**src/rtl/noc_ni_pkg.sv**
```systemverilog
// Shared constants and types for the local-port network interface.
// Flit width, TX FSM states and default buffer sizing.
package noc_ni_pkg;

    localparam int DATA_W = 16;
    localparam int NI_BODY_FLITS = 3;
    localparam int NI_CREDITS = 8;
    localparam int NI_RX_DEPTH = 8;

    typedef enum logic [1:0] {
        TX_IDLE = 2'd0,
        TX_HEAD = 2'd1,
        TX_BODY = 2'd2
    } tx_state_t;

endpackage

```
**src/rtl/ni_rx_fifo.sv**
```systemverilog
// RX flit buffer with first-word fall-through head, sticky overflow
// flag and a registered credit pulse returned for every pop.
module ni_rx_fifo
    import noc_ni_pkg::*;
#(
    parameter int DEPTH = NI_RX_DEPTH
) (
    input  logic              clk,
    input  logic              reset,
    input  logic              wr_valid_i,
    input  logic [DATA_W-1:0] wr_data_i,
    input  logic              rd_ready_i,
    output logic [DATA_W-1:0] rd_data_o,
    output logic              rd_valid_o,
    output logic              overflow_o,
    output logic              credit_o
);

    localparam int AW = $clog2(DEPTH);

    logic [DATA_W-1:0] mem_q [DEPTH];
    logic [AW:0]       wptr_q, wptr_d;
    logic [AW:0]       rptr_q, rptr_d;
    logic              ovf_q, ovf_d;
    logic              credit_q;
    logic              empty, full, pop, push;

    assign empty = (wptr_q == rptr_q);
    assign full  = (wptr_q[AW-1:0] == rptr_q[AW-1:0]) &&
                   (wptr_q[AW] != rptr_q[AW]);
    assign pop   = !empty && rd_ready_i;
    assign push  = wr_valid_i && (!full || pop);

    assign rd_valid_o = !empty;
    assign rd_data_o  = mem_q[rptr_q[AW-1:0]];
    assign overflow_o = ovf_q;
    assign credit_o   = credit_q;

    // Pointer and overflow next-state
    always_comb begin
        wptr_d = wptr_q;
        rptr_d = rptr_q;
        ovf_d  = ovf_q;
        if (push)
            wptr_d = wptr_q + (AW+1)'(1);
        if (pop)
            rptr_d = rptr_q + (AW+1)'(1);
        if (wr_valid_i && full && !pop)
            ovf_d = 1'b1;
    end

    // Storage array; contents need no reset
    always_ff @(posedge clk) begin
        if (push)
            mem_q[wptr_q[AW-1:0]] <= wr_data_i;
    end

    // Pointers, sticky overflow and credit-return pulse
    always_ff @(posedge clk or negedge reset) begin
        if (!reset) begin
            wptr_q   <= '0;
            rptr_q   <= '0;
            ovf_q    <= 1'b0;
            credit_q <= 1'b0;
        end else begin
            wptr_q   <= wptr_d;
            rptr_q   <= rptr_d;
            ovf_q    <= ovf_d;
            credit_q <= pop;
        end
    end

endmodule

```
**src/rtl/local_network_interface.sv**
```systemverilog
// Local-port NI: packetizes core requests into header+body flits under
// credit flow control, and buffers router flits back to the core.
module local_network_interface
    import noc_ni_pkg::*;
#(
    parameter int BODY_FLITS = NI_BODY_FLITS,
    parameter int CREDITS    = NI_CREDITS,
    parameter int RX_DEPTH   = NI_RX_DEPTH
) (
    input  logic                           clk,
    input  logic                           reset,
    input  logic                           tx_req_i,
    input  logic [15:0]                    tx_dest_i,
    output logic                           tx_idle_o,
    input  logic [DATA_W-1:0]              tx_data_i,
    input  logic                           tx_valid_i,
    output logic                           tx_ready_o,
    output logic [DATA_W-1:0]              noc_data_o,
    output logic                           noc_valid_o,
    input  logic                           noc_credit_i,
    input  logic [DATA_W-1:0]              noc_data_i,
    input  logic                           noc_valid_i,
    output logic                           noc_credit_o,
    output logic [DATA_W-1:0]              rx_data_o,
    output logic                           rx_valid_o,
    input  logic                           rx_ready_i,
    output logic                           rx_overflow_o,
    output logic [$clog2(CREDITS+1)-1:0]   tx_credits_o
);

    localparam int CW = $clog2(CREDITS + 1);
    localparam int NW = $clog2(BODY_FLITS + 1);

    tx_state_t         state_q, state_d;
    logic [15:0]       dest_q, dest_d;
    logic [NW-1:0]     cnt_q, cnt_d;
    logic [CW-1:0]     cred_q, cred_d;
    logic [DATA_W-1:0] ndata_q;
    logic              nvalid_q;
    logic              can_send, emit;
    logic [DATA_W-1:0] flit;

    assign can_send     = (cred_q != '0);
    assign tx_idle_o    = (state_q == TX_IDLE);
    assign tx_ready_o   = (state_q == TX_BODY) && can_send;
    assign noc_data_o   = ndata_q;
    assign noc_valid_o  = nvalid_q;
    assign tx_credits_o = cred_q;

    // TX FSM: latch destination, emit header, then stream body flits
    always_comb begin
        state_d = state_q;
        dest_d  = dest_q;
        cnt_d   = cnt_q;
        emit    = 1'b0;
        flit    = tx_data_i;
        unique case (state_q)
            TX_IDLE: begin
                if (tx_req_i) begin
                    dest_d  = tx_dest_i;
                    state_d = TX_HEAD;
                end
            end
            TX_HEAD: begin
                if (can_send) begin
                    emit    = 1'b1;
                    flit    = DATA_W'(dest_q);
                    cnt_d   = '0;
                    state_d = TX_BODY;
                end
            end
            TX_BODY: begin
                if (tx_valid_i && can_send) begin
                    emit  = 1'b1;
                    cnt_d = cnt_q + NW'(1);
                    if (cnt_q == NW'(BODY_FLITS - 1))
                        state_d = TX_IDLE;
                end
            end
            default: state_d = TX_IDLE;
        endcase
    end

    // Credits: spend one per flit, regain one per router pulse, saturate
    always_comb begin
        cred_d = cred_q;
        if (emit && !noc_credit_i)
            cred_d = cred_q - CW'(1);
        else if (noc_credit_i && !emit && cred_q < CW'(CREDITS))
            cred_d = cred_q + CW'(1);
    end

    // TX state, credit counter and registered flit output
    always_ff @(posedge clk or negedge reset) begin
        if (!reset) begin
            state_q  <= TX_IDLE;
            dest_q   <= '0;
            cnt_q    <= '0;
            cred_q   <= CW'(CREDITS);
            ndata_q  <= '0;
            nvalid_q <= 1'b0;
        end else begin
            state_q  <= state_d;
            dest_q   <= dest_d;
            cnt_q    <= cnt_d;
            cred_q   <= cred_d;
            nvalid_q <= emit;
            if (emit)
                ndata_q <= flit;
        end
    end

    ni_rx_fifo #(
        .DEPTH (RX_DEPTH)
    ) u_rx (
        .clk        (clk),
        .reset      (reset),
        .wr_valid_i (noc_valid_i),
        .wr_data_i  (noc_data_i),
        .rd_ready_i (rx_ready_i),
        .rd_data_o  (rx_data_o),
        .rd_valid_o (rx_valid_o),
        .overflow_o (rx_overflow_o),
        .credit_o   (noc_credit_o)
    );

endmodule

```
**config.mk**
```make
export PLATFORM = sky130hd
export DESIGN_NAME = local_network_interface
export DESIGN_NICKNAME = d
export VERILOG_FILES = /design/src/rtl/noc_ni_pkg.sv /design/src/rtl/ni_rx_fifo.sv /design/src/rtl/local_network_interface.sv
export SDC_FILE = /design/constraint.sdc
export NUM_CORES = 1
export LEC_CHECK = 0
export CORE_ASPECT_RATIO = 0.8
export CORE_MARGIN = 2
export CORE_UTILIZATION = 55
export CTS_CLUSTER_DIAMETER = 200
export DETAILED_ROUTE_END_ITERATION = 8
export PLACE_DENSITY = 0.82
export SYNTH_ARGS = -nofsm -noshare
export SYNTH_HDL_FRONTEND = slang
export SYNTH_SLANG_ARGS = --single-unit
```
**constraint.sdc**
```tcl
create_clock -name clk -period 3.9 [get_ports clk]
set_input_delay 0.39 -clock clk [delete_from_list [all_inputs] [get_ports clk]]
set_output_delay 0.39 -clock clk [all_outputs]
set_load 0.01 [all_outputs]
```
==> flow_summary.toml <==
[drt]
wl_per_cell_um = 21.1
via_count = 4095
first_pass_iters = 5
drtAntennaViolNets = 0
drtIter0Drc = 423
wl_um = 14900
drc = 0
vias_per_cell = 5.79

[final_layout]
diodes = 0
nNetsFinal = 582
stdcell_area_um2 = 9130
drive_gt1_frac = 0.235
area_delta_synth_final_pct = 25.0

[timing]
timing.fmax_mhz = 319
maxSlewViolCount = 0
rsz0062_at_grt = "no"
hold_viol_final = 11
worstMarginPinSlew_ps = 887
slew_headroom = 0.409
min_period_over_period = 0.803
holdWs_ps = -5.80
finClkSkew_ps = 6.68
layout_setup_ws_ps = 769
period_needed_ps = 3130
timing.setup.tns_ps = 0
setup_viol = 0

[cts]
holdBufCountCts = 0
clock_tree.root_cell = "clkbuf_16"
clock_path_buffers = 2
cts_tree = "done"
h-tree-depth = 4
cts.repair.resized = 0
cts_setup_buffers = 0
clk_latency_ps = 420
clock-sinks = 179
numCtsBuffers = 17
clk_pin_slew_ps = 70

[setup_path]
critPathCaptureType = "register"
crit_type = "register to register"
crit_arrival_ps = 3470
crit_fanout = 34
r2r-start = "state_q[1]"
cp-start-kind = "register"
critPathRequiredTime_ps = 4240
crit_start = "state_q[1]"

[synthesis]
yosysWarnings = 0
yosysUniqueCellTypes = 45
ys_ff_latch = 179
synth_edf_count = 128
synth_top_area_frac = 0.526
synth_fp_nets = 475
yosysSeqAreaShare = 0.701
yosysMostFrequentCell = "edfxtp_1"
synthesis.instances = 412
synth_top_family_by_area = "multiplexers"
synth_mux_area_frac = 0.178
ys.flop_type = "edfxtp_1"
yosysTopAreaCell = "edfxtp_1"
synth_fa_ha_area_frac = 0.0137
synth_common_cells = "128 x edfxtp_1, 50 x dfrtp_1, 35 x mux2_2"
async_flop_share = 0.285
synth_compound_area_frac = 0.0382
synthSimpleGateAreaFrac = 0.0367
syn_area_um2 = 7300
synth_area_per_cell_um2 = 17.7
synth_xor_area_frac = 0.0132
synth_area_leaders = "edfxtp_1 53%, dfrtp_1 17%, mux4_2 9.9%"

[floorplan]
rows = 37
core-area_um2 = 12900
ios = 97
initial_utilization = 0.565
die_x_um = 133
die_y_um = 107
design.die.area_um2 = 14200

[flow_run]
maxCapViolations = 0

[pwr]
vdd_drop_max_uv = 405
power_mw = 7.17
p_leak_nw = 3.25
cellPowerDensity_nw_per_um2 = 786

[global_routing]
grt_max_degree = 35
grt_pass1_vias = 4271
grt.total_usage = 0.226
overflow = 0
grt_pass1_wl_um = 23700
antenna_found_initial = 0

[placement]
place_area_um2 = 8540
dp_hpwl_um = 9300
globalplace.congestion = 0.885
pre_cts_ws_ps = 771
port_buffers = 96

[min_path]
holdCritPathClass = "primary input to async pin"

[outcome]
violations = "negative hold slack"
outcome = "complete, but fails checks"
## power breakdown
group | switching [mW] | internal (mW)
clock network | 0.785 | 0.860
registers | 0.361 | 2.52
logic | 1.20 | 1.44
total | 2.35 | 4.82
## sequential cells by signal (all words and copies together), names as in the netlist
signal           flops
cnt_q                2
dest_q              16
noc_data_o          16
noc_valid_o          1
state_q              2
tx_credits_o         4
u_rx.credit_o        1
u_rx.mem_q         128
u_rx.overflow_o      1
u_rx.rptr_q          4
u_rx.wptr_q          4
## cell type report
cell class                      count  area (um^2)
Inverter                           10         37.5
Sequential cell                   179         5120
Fill cell                         781         3790
Multi-Input combinational cell    202         2080
Timing Repair Buffer              109         1080
Tap cell                          175          219
Clock inverter                     15          160
Clock buffer                       17          425
## stage by stage
step / utilization / instances
floorplan: - / 412
global placement: 0.661 / 675
detailed placement: 0.661 / 675
CTS: 0.707 / 707
global route: 0.707 / 707
finish: 0.707 / 707
## worst max-delay path, stage by stage, from the launching register on
cell and delay (ps):
dfrtp_1 400, inv_1 110, ha_1 150, buf_4 310, a21o_1 230, nand3_2 500, nor3_1 310, a21o_1 130
ha_1 190, nor3_1 70, and4_1 220, a311o_1 290, a21oi_1 140
## cell families (layout without fill, tap and decap cells)
family                     after synthesis  after routing
buffers and inverters                   31            151
xor gates and xnor gates                11             11
muxes                                   85             85
AOI/OAI and AO/OA                       43             43
and+or+nand+nor                         55             55
adders and majority gates                8              8
DFF                                    179            179
## routing by layer
| metal | GRT usage | part of all wire | up-vias | routed length (um) |
|---|---|---|---|---|
| met4 | 0.0799 | 0.020 | 0 | 299 |
| met5 | 0 | 0 | - | 0 |
| met3 | 0.0501 | 0.050 | 24 | 749 |
| met1 | 0.305 | 0.43 | 2111 | 6340 |
| met2 | 0.368 | 0.50 | 132 | 7520 |
| li1 | - | - | 1828 | - |
## worst paths after layout
check / cells after the start / slack, ps / endpoint
max: 12 / 770 / tx_credits_o[2]
min: 1 / -6 / noc_data_o[0]
max in group asynchronous: 2 / 3130 / u_rx.rptr_q[0]
min in group clk: 1 / 460 / u_rx.overflow_o
max reg2reg: 12 / 770 / tx_credits_o[2]
min reg2reg: 1 / 460 / u_rx.overflow_o
## layout by cell type, fill, tap and decap left out, types with 3 or more instances in the layout
cell type,Yosys,routed
mux2_2,35,35
inv_8,0,7
ha_1,8,8
mux4_2,32,32
o21ai_0,9,9
mux2i_1,16,16
dfrtp_1,50,49
or3_1,3,3
nor2_1,4,4
clkbuf_16,0,17
buf_4,3,11
o21ai_1,13,13
inv_1,10,10
clkdlybuf4s50_1,0,95
xnor2_1,9,9
nand3_1,4,4
nor4_2,0,3
clkinvlp_4,0,3
nand2_1,25,25
a21oi_1,3,3
edfxtp_1,128,128
nor3_2,0,4
a21o_1,3,3
(Power assumes the default switching activity.)
==> patch 1, RTL diff (config.mk and constraints unchanged) <==
The package constant `DATA_W` goes from 16 to 20.
--- a/src/rtl/noc_ni_pkg.sv
+++ b/src/rtl/noc_ni_pkg.sv
@@ -4,3 +4,3 @@
 
-    localparam int DATA_W = 16;
+    localparam int DATA_W = 20;
     localparam int NI_BODY_FLITS = 3;
Interface: changed (resized noc_data_i, noc_data_o, rx_data_o and tx_data_i); port bits go from 97 to 113. No check against the original RTL was run, so the function may have changed too.
==> patch 1 against the original RTL <==
Cell area increased by 18%; worst setup slack got worse by 150 ps; power increased by 19%; critical endpoint is now rx_data_o[9]; synthesized area increased by 19%; cell count increased by 18%; sequential cell count increased by 36; non-clock buffer count increased by 18; wire length increased by 22%.
==> patch 1: results (changes against the original RTL) <==
| Metric | Value |
|---|---|
| Switching share of power | `31.22% (was 32.73%)` |
| R2R depth | `5 (was 12)` |
| Worst hold path class | `in -> async (unchanged)` |
| TritonRoute pass-1 iters | `5 (unchanged)` |
| Final Wtd Congestion | `0.7984 (was 0.8854)` |
| Syn Inst Count | `477 (was 412)` |
| Fin nets | `672 (was 582)` |
| Layout cells sized above 1 | `22.40% (was 23.50%)` |
| Max IR drop VDD | `0.0004368 V (was 0.0004053 V)` |
| Worst-Margin Slew | `956.9 ps (was 886.9 ps)` |
| Sequential area share after synthesis | `71.34% (was 70.12%)` |
| Reg2reg end | `u_rx.mem_q[5][14] (was tx_credits_o[2])` |
| First-pass GRT wire length | `28.28 mm (was 23.74 mm)` |
| CTS buffer count | `21 (was 17)` |
| Leakage power | `3.803 nW (was 3.253 nW)` |
| H-tree depth | `1 (was 4)` |
| CP Max Fanout | `28 (was 34)` |
| Synth cell count leaders | `160 x edfxtp_1, 54 x dfrtp_1, 40 x mux4_2 (was 128 x edfxtp_1, 50 x dfrtp_1, 35 x mux2_2)` |
| FILL cells | `1013 (was 781)` |
| Worst r2r src | `u_rx.rptr_q[0] (was state_q[1])` |
| Asr flop ratio synth | `25.58% (was 28.49%)` |
| Clock tree buffer depth | `3 (was 2)` |
| CP top delay family | `multiplexers (was simple AND/OR/NAND/NOR gates)` |
| Crit path largest cell delay | `740 ps (was 500 ps)` |
| Slowest cell on the critical path | `dfrtp_2 (was nand3_2)` |
| DP HPWL | `11.16 mm (was 9.303 mm)` |
| Worst skew pair latency | `490 ps (was 420 ps)` |
| Via density per instance | `5.809 (was 5.792)` |
| Largest net degree at the start of global routing | `44 (was 35)` |
| Total GRT Usage | `22.54% (was 22.60%)` |
| Arrival time of the worst setup path | `2890 ps (was 3470 ps)` |
| Clock Skew | `13.85 ps (was 6.681 ps)` |
| Net Count, Synth | `548 (was 475)` |
| R2r setup slk | `960 ps (was 770 ps)` |
| DP Cell Count | `793 (was 675)` |
| Vias in the first global route | `4943 (was 4271)` |
| Outcome | `completed (was finished with violations)` |
| Starting DRC count in detailed routing | `353 (was 423)` |
| Max reg flops | `160 (was 128)` |
| Number of synthesized flops with an enable pin | `160 (was 128)` |
| DR vias | `4827 (was 4095)` |
| Mean routed wirelength per cell | `21.95 um (was 21.09 um)` |
| Top post-synthesis cells by area | `edfxtp_1 55%, dfrtp_1 16%, mux4_2 10% (was edfxtp_1 53%, dfrtp_1 17%, mux4_2 9.9%)` |
| Number of port buffers | `112 (was 96)` |
[patch 1: cell count changes in the layout (fill, tap and decap cells not counted), sizes merged]
cell	before	now
clkbuf	17	26
mux4	32	40
o21ai	22	26
nand2	25	29
buf	14	16
dfrtp	50	54
bufinv	0	3
nand2b	2	6
clkdlybuf4s50	95	111
mux2	37	41
inv	18	12
edfxtp	128	160
[patch 1: routing by layer]
| metal | routed length (um) | vias to the layer above | GRT usage (%) | part of all wire (%) |
|---|---|---|---|---|
| li1 | - | 2116 | - | - |
| met1 | 7817 | 2478 | 32.62 | 43 |
| met2 | 8598 | 195 | 35.36 | 47 |
| met3 | 1355 | 38 | 5.207 | 7.4 |
| met4 | 467 | 0 | 6.149 | 2.6 |
| met5 | 0 | - | 0 | 0 |
[patch 1: logic make-up after synthesis]
family	synth area share [%]
flops	71.34
mux	17.57
simple gates	3.552
compound gates	3.451
buf+inv	1.819
xor+xnor	1.112
fa+ha+maj	1.155
[patch 1: stage by stage]
stage / hold slack (ps) / instance area (um^2) / power [mW] / setup WS (ps) / util, %
after floorplan: 94.41 / 8666 / 5.248 / 521.1 / -
after global placement: 460.3 / 10110 / 6.390 / 1125 / 64.82
after detailed placement: 461.0 / 10110 / 6.528 / 1030 / 64.82
after CTS: 40.41 / 10800 / 8.619 / 541.7 / 69.26
after global routing: 87.10 / 10800 / 8.970 / 470.1 / 69.26
final: 22.85 / 10800 / 8.557 / 618.5 / 69.26
[patch 1: layout make-up]
class	count	area, um^2	area share (%)
Clock buffer	26	544.3	5.039
Clock inverter	12	147.6	1.367
Inverter	10	37.54	0.3475
Multi-Input combinational cell	226	2377	22.01
Sequential cell	215	6183	57.25
Tap cell	215	269.0	2.491
Timing Repair Buffer	127	1241	11.49
[patch 1: power by group through the flow]
stage | Combinational [mW] | Sequential [mW] | Clock, mW
after floorplan | 1.95 | 3.30 | 0
after global placement | 3.04 | 3.35 | 0
after detailed placement | 3.13 | 3.40 | 0
after CTS | 3.18 | 3.37 | 2.06
after global routing | 3.40 | 3.43 | 2.15
final | 3.15 | 3.37 | 2.03
[patch 1: worst max path at each step]
stage / from / to / slack [ps] / cells past startpoint
5_1_grt: u_rx.rptr_q[0] / rx_data_o[3] / 470 / 4
4_1_cts: u_rx.rptr_q[0] / rx_data_o[9] / 540 / 4
2_1_floorplan: u_rx.wptr_q[1] / u_rx.mem_q[0][0] / 520 / 5
3_3_place_gp: u_rx.rptr_q[0] / u_rx.mem_q[5][11] / 1130 / 5
3_5_place_dp: u_rx.rptr_q[0] / u_rx.mem_q[5][11] / 1030 / 5
6_report: u_rx.rptr_q[0] / rx_data_o[9] / 620 / 4
==> patch 2, RTL diff (same settings) <==
Made on the original files. Reset style: synchronous (`reset`), changed in 2 clocked blocks.
--- a/src/rtl/ni_rx_fifo.sv
+++ b/src/rtl/ni_rx_fifo.sv
@@ -58,3 +58,3 @@
     // Pointers, sticky overflow and credit-return pulse
-    always_ff @(posedge clk or negedge reset) begin
+    always_ff @(posedge clk) begin
         if (!reset) begin
--- a/src/rtl/local_network_interface.sv
+++ b/src/rtl/local_network_interface.sv
@@ -93,3 +93,3 @@
     // TX state, credit counter and registered flit output
-    always_ff @(posedge clk or negedge reset) begin
+    always_ff @(posedge clk) begin
         if (!reset) begin
Function: differs if reset is asserted again (counterexample within 4 cycles, from zero or initial values and one cycle with reset low); with reset held inactive, the same outputs for 4 cycles.
==> patch 2 against the original RTL <==
Synthesized area grew 1.6%; wire length grew 2.3%; count of clock-buffer cells in the layout is the same; cell area shrank 0.22%; sequential cell count grew 3; largest cell class unchanged; hold slack gained 460 ps; worst setup slack gained 120 ps; highest routed layer unchanged; critical path depth shrank 8; synthesized cell count grew 19%.
Power is not compared: it rests on default switching activity, and its combinational part moved more than twofold at a synthesized area within 25%.
==> patch 2: results (changes against the original RTL) <==
| Metric | Value |
|---|---|
| Top post-synthesis cells by area | `edfxtp_1 52%, dfxtp_1 15%, mux4_2 9.7% (was edfxtp_1 53%, dfrtp_1 17%, mux4_2 9.9%)` |
| First-pass GRT wire length | `24.36 mm (was 23.74 mm)` |
| Arrival time of the worst setup path | `2620 ps (was 3470 ps)` |
| Mux cell area share after synthesis | `13.90% (was 17.77%)` |
| Worst r2r src | `u_rx.wptr_q[0] (was state_q[1])` |
| Via density per instance | `5.801 (was 5.792)` |
| DP Cell Count | `737 (was 675)` |
| Non-clk bufs | `103 (was 109)` |
| Metal2 WL | `7.595 mm (was 7.522 mm)` |
| Register Area | `4926 um^2 (was 5122 um^2)` |
| Crit path capture | `rx_data_o[10] (was tx_credits_o[2])` |
| Setup WS pre-CTS | `1173 ps (was 771.3 ps)` |
| Total GRT Usage | `22.75% (was 22.60%)` |
| R2R depth | `4 (was 12)` |
| Clock-cell share | `6.663% (was 6.415%)` |
| Syn Inst Count | `491 (was 412)` |
| Placed Area | `8501 um^2 (was 8542 um^2)` |
| Count of non-CTS inverters in the layout | `7 (was 10)` |
| Final Wtd Congestion | `0.8090 (was 0.8854)` |
| Largest net degree at the start of global routing | `38 (was 35)` |
| Grt met3 use | `5.744% (was 5.012%)` |
| Outcome | `completed (was finished with violations)` |
| Post-Synth Adder-Cell Area | `1.349% (was 1.371%)` |
| Multi-input logic area | `2316 um^2 (was 2085 um^2)` |
| M1 wire length | `6.593 mm (was 6.342 mm)` |
| #MultiIn Comb | `270 (was 202)` |
| DR vias | `4461 (was 4095)` |
| CP Max Fanout | `32 (was 34)` |
| Yosys reg bits | `182 (was 179)` |
| DP HPWL | `9.263 mm (was 9.303 mm)` |
| Fin util | `70.01% (was 70.67%)` |
| Vias in the first global route | `4565 (was 4271)` |
| FILL cells | `797 (was 781)` |
| XOR/XNOR Fraction of Synth Area | `0.5902% (was 1.319%)` |
| Routed length on met3 | `812 um (was 749 um)` |
## patch 2: changes by cell type in the layout (fill, tap and decap cells not counted), sizes merged, moves of 4 or more
cell    delta
dfxtp     +54
nor2      +17
nand3     +13
nand2     +47
mux2      -21
nand2b     +5
buf        -7
xnor2      -4
and3       +4
o21ai     -18
dfrtp     -50
a21oi     +21
a311oi    +17
## patch 2: power by group through the flow
| stage | Sequential (mW) | Combinational [mW] | Clock [mW] |
|---|---|---|---|
| finish | 2.33 | 1.27 | 1.74 |
| global route | 2.34 | 1.38 | 1.84 |
| CTS | 2.33 | 1.28 | 1.76 |
| detailed placement | 2.36 | 1.26 | 0 |
| global placement | 2.36 | 1.23 | 0 |
| floorplan | 2.37 | 0.791 | 0 |
## patch 2: critical path, cell delays in order, from the launching register on
cell	delay [ps]
dfxtp_2	310
buf_4	500
mux4_2	600
mux2_2	300
clkdlybuf4s50_1	480
